### src/rtl/uart_rx_cfg.sv
// Configurable UART receiver: 5..9 data bits, none/odd/even parity, 1-2 stop bits, break recovery.
// Define UART_RX_MAJORITY_EN for 2-of-3 majority sampling around mid-bit (needs CLKS_PER_BIT >= 6).
module uart_rx_cfg #(
  parameter int CLKS_PER_BIT = 4,
  parameter int DATA_BITS    = 8,
  parameter int PARITY       = 0,
  parameter int STOP_BITS    = 1
) (
  input  logic                 clk,
  input  logic                 arst_n,
  input  logic                 rx,
  output logic [DATA_BITS-1:0] data_out,
  output logic                 valid,
  output logic                 parity_err,
  output logic                 frame_err,
  output logic                 busy
);

  localparam int CW = $clog2(CLKS_PER_BIT);
  localparam int IW = $clog2(DATA_BITS + 1);
`ifdef UART_RX_MAJORITY_EN
  // Decision lands one cycle after mid so the third vote is available.
  localparam logic [CW-1:0] START_LAST = CW'(CLKS_PER_BIT / 2);
`else
  localparam logic [CW-1:0] START_LAST = CW'(CLKS_PER_BIT / 2 - 1);
`endif
  localparam logic [CW-1:0] BIT_LAST  = CW'(CLKS_PER_BIT - 1);
  localparam logic [IW-1:0] DATA_LAST = IW'(DATA_BITS - 1);
  localparam logic [IW-1:0] STOP_LAST = IW'(STOP_BITS - 1);
  localparam logic          ODD       = (PARITY == 1);

  typedef enum logic [2:0] {
    S_IDLE, S_START, S_DATA, S_PARITY, S_STOP, S_BREAK
  } state_t;

  state_t                 state_reg, state_next;
  logic                   rx_meta_reg, rx_s_reg;
  logic [CW-1:0]          cnt_reg, cnt_next;
  logic [IW-1:0]          idx_reg, idx_next;
  logic [DATA_BITS-1:0]   shift_reg, shift_next;
  logic                   par_bad_reg, par_bad_next;
  logic                   stop_bad_reg, stop_bad_next;
  logic [DATA_BITS-1:0]   data_reg, data_next;
  logic                   valid_reg, valid_next;
  logic                   perr_reg, perr_next;
  logic                   ferr_reg, ferr_next;
  logic                   sample;
  logic                   frame_bad;

  always_ff @(posedge clk or posedge arst_n) begin
    if (arst_n) begin
      rx_meta_reg <= 1'b1;
      rx_s_reg    <= 1'b1;
    end else begin
      rx_meta_reg <= rx;
      rx_s_reg    <= rx_meta_reg;
    end
  end

`ifdef UART_RX_MAJORITY_EN
  logic [1:0] hist_reg;

  always_ff @(posedge clk or posedge arst_n) begin
    if (arst_n) hist_reg <= 2'b11;
    else        hist_reg <= {hist_reg[0], rx_s_reg};
  end

  assign sample = (hist_reg[1] & hist_reg[0]) | (hist_reg[1] & rx_s_reg) |
                  (hist_reg[0] & rx_s_reg);
`else
  assign sample = rx_s_reg;
`endif

  assign frame_bad = stop_bad_reg | ~sample;

  always_ff @(posedge clk or posedge arst_n) begin
    if (arst_n) begin
      state_reg    <= S_IDLE;
      cnt_reg      <= '0;
      idx_reg      <= '0;
      shift_reg    <= '0;
      par_bad_reg  <= 1'b0;
      stop_bad_reg <= 1'b0;
      data_reg     <= '0;
      valid_reg    <= 1'b0;
      perr_reg     <= 1'b0;
      ferr_reg     <= 1'b0;
    end else begin
      state_reg    <= state_next;
      cnt_reg      <= cnt_next;
      idx_reg      <= idx_next;
      shift_reg    <= shift_next;
      par_bad_reg  <= par_bad_next;
      stop_bad_reg <= stop_bad_next;
      data_reg     <= data_next;
      valid_reg    <= valid_next;
      perr_reg     <= perr_next;
      ferr_reg     <= ferr_next;
    end
  end

  always_comb begin
    state_next    = state_reg;
    cnt_next      = cnt_reg;
    idx_next      = idx_reg;
    shift_next    = shift_reg;
    par_bad_next  = par_bad_reg;
    stop_bad_next = stop_bad_reg;
    data_next     = data_reg;
    valid_next    = 1'b0;
    perr_next     = perr_reg;
    ferr_next     = ferr_reg;
    case (state_reg)
      S_IDLE: begin
        cnt_next = '0;
        if (!rx_s_reg && !valid_reg) state_next = S_START;
      end
      S_START: begin
        if (cnt_reg == START_LAST) begin
          cnt_next = '0;
          if (sample) begin
            state_next = S_IDLE;
          end else begin
            state_next   = S_DATA;
            idx_next     = '0;
            par_bad_next = 1'b0;
          end
        end else begin
          cnt_next = cnt_reg + CW'(1);
        end
      end
      S_DATA: begin
        if (cnt_reg == BIT_LAST) begin
          cnt_next   = '0;
          shift_next = {sample, shift_reg[DATA_BITS-1:1]};
          if (idx_reg == DATA_LAST) begin
            idx_next      = '0;
            stop_bad_next = 1'b0;
            state_next    = (PARITY != 0) ? S_PARITY : S_STOP;
          end else begin
            idx_next = idx_reg + IW'(1);
          end
        end else begin
          cnt_next = cnt_reg + CW'(1);
        end
      end
      S_PARITY: begin
        if (cnt_reg == BIT_LAST) begin
          cnt_next      = '0;
          par_bad_next  = ((^shift_reg) ^ sample) != ODD;
          stop_bad_next = 1'b0;
          state_next    = S_STOP;
        end else begin
          cnt_next = cnt_reg + CW'(1);
        end
      end
      S_STOP: begin
        if (cnt_reg == BIT_LAST) begin
          cnt_next = '0;
          if (idx_reg == STOP_LAST) begin
            idx_next   = '0;
            data_next  = shift_reg;
            valid_next = 1'b1;
            perr_next  = (PARITY != 0) ? par_bad_reg : 1'b0;
            ferr_next  = frame_bad;
            // A low line at the failed stop is treated as a break condition.
            state_next = (frame_bad && !rx_s_reg) ? S_BREAK : S_IDLE;
          end else begin
            idx_next      = idx_reg + IW'(1);
            stop_bad_next = frame_bad;
          end
        end else begin
          cnt_next = cnt_reg + CW'(1);
        end
      end
      S_BREAK: begin
        if (rx_s_reg) state_next = S_IDLE;
      end
      default: state_next = S_IDLE;
    endcase
  end

  assign data_out   = data_reg;
  assign valid      = valid_reg;
  assign parity_err = perr_reg;
  assign frame_err  = ferr_reg;
  assign busy       = (state_reg != S_IDLE);

endmodule

### config.mk
export PLATFORM = sky130hd
export DESIGN_NAME = uart_rx_cfg
export DESIGN_NICKNAME = d
export VERILOG_FILES = /design/src/rtl/uart_rx_cfg.sv
export SDC_FILE = /design/constraint.sdc
export NUM_CORES = 1
export LEC_CHECK = 0
export CAP_MARGIN = 20
export CORE_UTILIZATION = 53
export CTS_BUF_LIST = sky130_fd_sc_hd__clkbuf_2 sky130_fd_sc_hd__clkbuf_4 sky130_fd_sc_hd__clkbuf_8
export CTS_CLUSTER_DIAMETER = 40
export DETAILED_ROUTE_END_ITERATION = 10
export PLACE_DENSITY = 0.79
export SETUP_SLACK_MARGIN = 0.2
export SYNTH_ARGS = -nofsm -noshare
export SYNTH_HDL_FRONTEND = slang
export SYNTH_SLANG_ARGS = --single-unit
export TNS_END_PERCENT = 5
### constraint.sdc
create_clock -name clk -period 1.6 [get_ports clk]
set_input_delay 0.16 -clock clk [delete_from_list [all_inputs] [get_ports clk]]
set_output_delay 0.16 -clock clk [all_outputs]
set_load 0.02 [all_outputs]
==> results list, run 1 <==
- Result of the run: finished with violations
* Violations in the final reports: negative setup slack
- Peak ir drop on the vdd network: 0.00108 V
* Number of buffers inserted by port buffering: 13
* Commonest cells post-synth: 28 x sky130_fd_sc_hd__dfrtp_1, 14 x sky130_fd_sc_hd__mux2_2, 7 x sky130_fd_sc_hd__inv_1, 5 x sky130_fd_sc_hd__ha_1
- Data arrival time of the worst path: 1.86 ns
- Sequential cell area in the final layout: 757 um^2
- Maximum clock insertion buffer count: 2
* Overflow left after global routing: 0
* Num rows: 19
* Filler Cell Count: 167
- Total nets after synthesis: 132
- Power density relative to cell area: 1360 mW/mm^2
- Netlist Area Pre-Place: 0.00153 mm^2
* Width of the chip: 55.8 um
- Final Hold Slack: 0.195 ns
- Async S/R FF share, synth: 100%
* Pre-antenna DRT Iters: 4
- H-tree depth: 2
- Final critical-path required period: 1.64 ns
- Synthesis-to-layout area growth: 38.9%
- In the global route stage, overall resource usage came out at 25.5%.
- For this run, the number of Yosys warnings is 0.
- After synthesis, the largest area contributor takes up 45.8% of total cell area.
- R2r startpoint: idx_reg[1]$_DFFE_PP0P_
- The number of antenna diodes in the final layout is 0.
* Worst setup path startpoint: idx_reg[1]$_DFFE_PP0P_
- The analysis attributes to cell leakage a power of 0.00107 uW.
- Final total negative setup slack: -0.276 ns
- Of the cells placed in the final design, the portion with a size suffix greater than 1 is 53.1%.
* Detailed router's first-iteration violation count: 61
* Source-to-sink clock delay at the later pin of the worst-skew pair: 0.33 ns
* Number of I/O pins: 15
- Max FO, Critical Path: 11
- The detail route stage leaves a number of antenna-violating nets equal to 0.
- At the end of the flow, the number of nets in the layout was 184.
* Routed wire length on met2: 1.72 mm
- From bottom edge to top edge, the die measures 55.8 um.
* Highest routing layer actually used: met4
- CTS saw 30 sinks.
* Ranking of synthesized cells by area: sky130_fd_sc_hd__dfrtp_1 46%, sky130_fd_sc_hd__mux2_2 10%, sky130_fd_sc_hd__ha_1 4.1%
- The internal power of the cells totals 1870 uW.
- The wire-length estimate of the detail-placed layout is 2.13 mm.
- Routed length on met1: 1.54 mm
* Core Box Area: 0.00276 mm^2
- Yosys mapped a number of flops with a built-in enable equal to 0.
- Core Util, Final: 77.1%
* Total net switching power: 1020 uW
- Among all flip-flop cells after synthesis, the most frequent one is sky130_fd_sc_hd__dfrtp_1.
- Max Clk Rate: 610 MHz
- After synthesis, the mean cell area works out to 12.4 um^2.
* Final hold violation count: 0
- Sort of element at the start of the critical path: register
- Of the total power, the share spent switching nets is 35.3%.
- Clock skew after layout: 0.00773 ns
* Via-per-instance ratio: 5.67
* Cell at the root of the clock tree: sky130_fd_sc_hd__clkbuf_4
* Clock share of power: 16.3%
- Setup repair after global routing could not meet its margin everywhere.
- Maximum number of pins on one net before global-route repair: 31
- The first global-routing pass estimated 5.99 mm of wire.
- Inserted Clock Buffers: 5
- Of the available clock period, the critical path in the final layout requires 102%.
* Worst path required time: 1.82 ns
* Total Wirelength: 3.41 mm
* Full die area: 0.00311 mm^2
- Met3 Routed Length: 104 um
- At the end of routability-driven placement, the weighted congestion stood at 0.794.
* Post-synthesis cell type count: 45
- Proportion of power drawn by flip-flops and latches: 33.6%
- The number of antenna violations at the first check in global routing came to 0.
* Count of final setup violators: 14
- Crit. End Element: register
- Slew Viols, Final: 0
* Synth Register Bits: 30
- The worst hold path belongs to the class in2async.
- Crit Path Class: reg2reg
- Post-CTS clock slew at the launch and capture registers of the worst setup and hold paths: 0.10 ns
- Area leader, netlist: sky130_fd_sc_hd__dfrtp_1
- After detailed routing, the number of remaining DRC violations is 0.
- Routed via count: 1180
- Combinational group share of total power: 50.1%
- Area taken by multi-input logic gates: 796 um^2
* Final critical-path setup slack: -0.0393 ns
* Vias in the first global route: 1257
* Average wire length per cell after detail routing: 16.4 um
* TritonCTS clock tree: yes
- Synthesis handed over a netlist of 124 instances.
* Portion of the post-synthesis area used by sequential elements: 49.2%
* Max-cap violations: 0
* Initial core utilization: 55.5%
- Most frequent cell after synthesis: sky130_fd_sc_hd__dfrtp_1
-- metrics by stage --
stage / cells / total power (uW) / cell area [um^2] / worst slack [ns]
2_1_floorplan: 124 / 1670 / 1540 / -0.0155
3_3_place_gp: 186 / 2040 / 1850 / 0.0295
3_5_place_dp: 186 / 2110 / 1850 / -0.0541
4_1_cts: 208 / 2840 / 2110 / -0.00198
5_1_grt: 208 / 3060 / 2130 / -0.103
6_report: 208 / 2890 / 2130 / -0.0393
-- path summary, 6_finish.rpt --
path | endpoint | slack (ns) | depth (start not counted)
max in group asynchronous | rx_meta_reg$_DFF_PP1_ | 1.08 | 3
hold / removal | data_out[2]$_DFFE_PP0P_ | 0.19 | 3
min in group clk | rx_meta_reg$_DFF_PP1_ | 0.23 | 1
setup / recovery | data_out[7]$_DFFE_PP0P_ | -0.04 | 7
setup reg to reg | data_out[7]$_DFFE_PP0P_ | -0.04 | 7
hold reg to reg | rx_s_reg$_DFF_PP1_ | 0.36 | 0
-- repair_timing --
action / 4_1_cts / 5_1_grt
gates cloned: 0 / 0
setup buffers: 14 / 0
pin swaps: 10 / 2
resized for setup: 47 / 5
hold buffers: 0 / 0
endpoints found under the hold margin: 0 / 0
setup endpoints to repair: 38 / 29
-- cells by family (layout without fill, tap and decap cells) --
| family | Yosys count | count (layout) | share of synthesized area [%] |
|---|---|---|---|
| multiplexers | 19 | 19 | 14.7 |
| flip-flops | 30 | 30 | 49.2 |
| AND/OR/NAND/NOR | 25 | 25 | 10.7 |
| XOR/XNOR | 1 | 1 | 0.572 |
| buffers and inverters | 15 | 68 | 5.15 |
| AO/OA/AOI/OAI | 28 | 28 | 15.4 |
| adder cells (fa/ha/maj) | 5 | 5 | 4.08 |
| other | 1 | 1 | 0.245 |
-- metal layers --
layer / up-vias / GRT usage [%]
met5: - / 0
met4: 0 / 10.0
met3: 7 / 5.58
met2: 27 / 41.5
met1: 599 / 33.5
li1: 547 / -
-- worst max-delay path, cell delays in order, from the launching register on --
cell	delay, ns
sky130_fd_sc_hd__dfrtp_1	0.42
sky130_fd_sc_hd__inv_2	0.10
sky130_fd_sc_hd__ha_4	0.12
sky130_fd_sc_hd__nor3b_4	0.20
sky130_fd_sc_hd__buf_4	0.15
sky130_fd_sc_hd__nand3_2	0.08
sky130_fd_sc_hd__buf_8	0.16
sky130_fd_sc_hd__mux2_4	0.29
-- layout make-up --
| cell class | instances | share of cell area, % |
|---|---|---|
| Timing Repair Buffer | 53 | 20.9 |
| Clock inverter | 2 | 0.588 |
| Sequential cell | 30 | 35.6 |
| Tap cell | 31 | 1.82 |
| Clock buffer | 6 | 2.41 |
| Multi-Input combinational cell | 79 | 37.4 |
| Inverter | 7 | 1.24 |
-- placed cells by master (no fill, tap or decap), types with 2 or more instances in the layout --
cell type                          n
sky130_fd_sc_hd__dfstp_2           2
sky130_fd_sc_hd__nor2_1            4
sky130_fd_sc_hd__nand2b_1          3
sky130_fd_sc_hd__a21oi_1           2
sky130_fd_sc_hd__mux2_4            6
sky130_fd_sc_hd__ha_4              2
sky130_fd_sc_hd__dfrtp_2           3
sky130_fd_sc_hd__o21ai_1           4
sky130_fd_sc_hd__a41oi_1           2
sky130_fd_sc_hd__a22o_1            2
sky130_fd_sc_hd__nand2_1           3
sky130_fd_sc_hd__ha_2              2
sky130_fd_sc_hd__nand3_2           2
sky130_fd_sc_hd__a21o_1            3
sky130_fd_sc_hd__buf_6             6
sky130_fd_sc_hd__dlygate4sd2_1    10
sky130_fd_sc_hd__inv_1             5
sky130_fd_sc_hd__dfrtp_1          25
sky130_fd_sc_hd__nor3b_4           2
sky130_fd_sc_hd__clkdlybuf4s50_1   2
sky130_fd_sc_hd__clkbuf_4          5
sky130_fd_sc_hd__nand3b_1          2
sky130_fd_sc_hd__o211ai_1          2
sky130_fd_sc_hd__mux2_2           10
sky130_fd_sc_hd__mux2_1            2
sky130_fd_sc_hd__buf_4            34
sky130_fd_sc_hd__inv_2             2
-- power groups by stage --
stage	registers, uW	logic (uW)	clock network [uW]
finish	970	1450	472
global route	982	1570	517
CTS	957	1400	484
detailed placement	968	1140	0
global placement	957	1080	0
floorplan	965	707	0
Note: power is estimated with default switching activity, not from simulation.
==> run 2: changes to the inputs <==
Settings changed: SLEW_MARGIN set to 20.
==> results of run 2 <==
Same layout as run 1: the final DEF is identical, and so are final timing and power.
==> run 3: changes to the inputs <==
Settings changed: CORE_UTILIZATION 53 to 40, PLACE_DENSITY 0.79 to 0.63.
==> run 3 against run 2 <==
The flow still finishes with violations (negative setup slack). First-iteration DRC count grew 13%. Sequential power shrank 0.7%. Via count shrank 9.8%. Final cell count grew 0.48%. Fmax grew 1.4%. Final area shrank 6.7%. Worst setup slack gained 0.023 ns. Register-to-register slack gained 0.02 ns. Non-clock buffer count shrank 16. Largest cell class is now registers. Largest power group unchanged.
==> results list, run 3 (synthesis results as in run 1) <==
* Full die area: 0.00408 mm^2 (+31%)
- The number of buffers inserted by post-CTS setup repair was 0 (-14).
* Total Wirelength: 2.98 mm (-13%)
* R2r startpoint: state_reg[1]$_DFFE_PP0P_
* Maximum clock insertion buffer count: 2 (unchanged)
- Worst min-delay path class: in2async
- Source-to-sink clock delay at the later pin of the worst-skew pair: 0.28 ns (-0.05 ns)
* Final critical-path required period: 1.62 ns (-0.0228 ns)
* Total net switching power: 920 uW (-9.7%)
* Post-route cell area: 0.00198 mm^2 (-6.7%)
- The count of input and output buffers was 13 (unchanged).
* Number of I/O pins: 15 (unchanged)
- The maximum vdd ir drop is 0.000762 V (-30%).
- Number of antenna violations at the first check in global routing: 0 (unchanged)
* All-layer global routing usage: 17.6% (-7.9 points)
- Switching part of the total: 34.7% (-0.61 points)
* Inserted Clock Buffers: 5 (unchanged)
* Post-route fraction of the period consumed by the critical path: 101% (-1.4 points)
- Broken down by cell family, the worst path's largest delay share belongs to simple AND/OR/NAND/NOR gates.
- Filler Cell Count: 331 (+98%)
* Crit. End Element: register
* Critical Path, Cell by Cell: or3b_1 -> a21o_1 -> nand3_2 -> mux2_1
- The power per unit of standard cell area is 1340 mW/mm^2 (-1.5%).
- Highest cell delay on the worst timing path: 0.46 ns (+0.04 ns)
- R2R cell count: 4 (-3)
* # hold bufs at CTS: 0 (unchanged)
- Pre-antenna DRT Iters: 4 (unchanged)
* Total number of clock tree sinks: 30 (unchanged)
* Post-CTS clock slew at the launch and capture registers of the worst setup and hold paths: 0.07 ns (-0.03 ns)
* Most common cell after layout, fill and taps aside: sky130_fd_sc_hd__dfrtp_1
- Cell at the root of the clock tree: sky130_fd_sc_hd__clkbuf_8
* Final Hold Slack: 0.183 ns (-0.0114 ns)
- The part of the total power dissipated in the clock network came to 22.8% (+6.5 points).
* Core Box Area: 0.00366 mm^2 (+33%)
- Result of the run: finished with violations
- The slowest stage of the critical path is the sky130_fd_sc_hd__dfrtp_2 cell.
- Final critical-path setup slack: -0.0165 ns (+0.0228 ns)
- Detailed router's first-iteration violation count: 69 (+13%)
- Violations in the final reports: negative setup slack
* Max FO, Critical Path: 7 (-4)
- Worst R2R Setup Slack: -0.02 ns (+0.02 ns)
- The die boundary width was 63.9 um (+15%).
* Die Height: 63.9 um (+15%)
- The placement row count is 22 (+3).
- The internal power component came to 1740 uW (-7.2%).
* Remaining DRCs: 0 (unchanged)
- The fraction of final layout cells sized beyond drive strength 1 is 39.1% (-14 points).
* Remaining antenna violation count after routing: 0 (unchanged)
* Overflow left after global routing: 0 (unchanged)
* Data arrival time of the worst path: 1.78 ns (-0.08 ns)
- Sequential cell area in the final layout: 757 um^2 (unchanged)
- Synthesis-to-layout area growth: 29.6%
* Clock skew after layout: 0.00429 ns (-0.00344 ns)
* Number of inserted diodes: 0 (unchanged)
- Total half-perimeter wirelength after legalization and detailed placement: 2.12 mm (-0.49%)
- The share of power burned in registers came to 36.3% (+2.7 points).
- The H-tree level count was 2 (unchanged).
* Count of final setup violators: 5 (-9)
- Most used cells in the layout excluding fill and tap cells: 25 x sky130_fd_sc_hd__dfrtp_1, 22 x sky130_fd_sc_hd__buf_4, 9 x sky130_fd_sc_hd__dlygate4sd2_1
- The placement-stage cell area was 0.00187 mm^2 (+1.0%).
- The sum of buffers and inverters on the critical path was 0 (-3).
- TritonCTS built the clock tree.
* Via-per-instance ratio: 5.09 (-10%)
- Area taken by multi-input logic gates: 734 um^2 (-7.7%)
- Worst path required time: 1.77 ns (-0.05 ns)
- The number of nets at the end of the flow came to 168 (-8.7%).
- Worst setup path startpoint: state_reg[1]$_DFFE_PP0P_
- Average wire length per cell after detail routing: 14.3 um (-13%)
* Sort of element at the start of the critical path: register
- The setup path with the least slack is of type reg2reg.
- The fraction of power consumed by combinational cells is 40.9% (-9.2 points).
* Gp weighted congestion: 0.807 (+1.6%)
* Routed via count: 1064 (-9.8%)
- Crit Reg-Reg Endpoint: state_reg[0]$_DFFE_PP0P_
- Initial core utilization: 41.8% (-14 points)
* Max-cap violations: 0 (unchanged)
* Slew Viols, Final: 0 (unchanged)
* Wire length of the first global-routing pass: 5.38 mm (-10%)
- Static Leakage: 0.00100 uW (-6.9%)
- Vias in the first global route: 1146 (-8.8%)
- Final hold violation count: 0 (unchanged)
- Max Clk Rate: 619 MHz (+1.4%)
- The pin count of the biggest net entering global routing is 18 (-42%).
- Setup repair after global routing could not meet its margin everywhere.
==> run 3: cell types whose count changed in the layout (fill, tap and decap cells not counted), sizes merged <==
cell,previous run,this run
buf,41,25
clkbuf,6,5
clkdlybuf4s50,2,3
clkinv,1,2
dlygate4sd2,10,9
==> run 3: what timing repair did <==
item                       4_1_cts  5_1_grt
resized for setup               26        3
cloned                           0        0
pin swaps                        1        4
setup endpoints to repair       36       30
==> run 3: tightest hold or removal path: stages <==
cell and delay (ns):
sky130_fd_sc_hd__clkdlybuf4s50_1 0.39, sky130_fd_sc_hd__inv_1 0.07, sky130_fd_sc_hd__buf_4 0.20
==> run 3: layout make-up <==
cell class	count	area share (%)
clock buffer	5	3.47
clock inverter	3	1.07
tap	48	3.03
inverter	7	1.32
timing repair buffer	37	16.0
multi-input combinational	79	37.0
sequential	30	38.1
==> run 3: through the flow <==
| step | setup TNS (ns) | utilization [%] | total power [uW] | std cells | worst slack (ns) |
|---|---|---|---|---|---|
| 2_1_floorplan | -0.0310 | - | 1670 | 124 | -0.0155 |
| 3_3_place_gp | 0 | 51.1 | 2010 | 201 | 0.0185 |
| 3_5_place_dp | -0.0948 | 51.1 | 2050 | 201 | -0.0317 |
| 4_1_cts | -0.110 | 54.1 | 2670 | 209 | -0.0358 |
| 5_1_grt | -1.58 | 54.2 | 2840 | 209 | -0.171 |
| 6_report | -0.0593 | 54.2 | 2660 | 209 | -0.0165 |
==> run 3: worst max path at each step <==
stage | to | slack, ns | depth (start not counted)
6_report | state_reg[0]$_DFFE_PP0P_ | -0.02 | 4
3_5_place_dp | state_reg[0]$_DFFE_PP0P_ | -0.03 | 4
5_1_grt | idx_reg[1]$_DFFE_PP0P_ | -0.17 | 7
4_1_cts | idx_reg[1]$_DFFE_PP0P_ | -0.04 | 7
3_3_place_gp | state_reg[0]$_DFFE_PP0P_ | 0.02 | 4
2_1_floorplan | state_reg[0]$_DFFE_PP0P_ | -0.02 | 5
==> run 3: power by group through the flow <==
stage / logic, uW / registers [uW] / clock network [uW]
after detailed placement: 1080 / 972 / 0
after global placement: 1050 / 963 / 0
final: 1090 / 963 / 606
after global routing: 1200 / 980 / 664
after CTS: 1080 / 960 / 632
after floorplan: 707 / 965 / 0
==> run 3: per-layer routing <==
metal / GRT usage (%) / wire, um / up-vias
met4: 8.52 / 68 / 0
met5: 0 / 0 / -
li1: - / - / 512
met1: 21.9 / 1410 / 529
met3: 5.54 / 102 / 6
met2: 27.7 / 1410 / 17
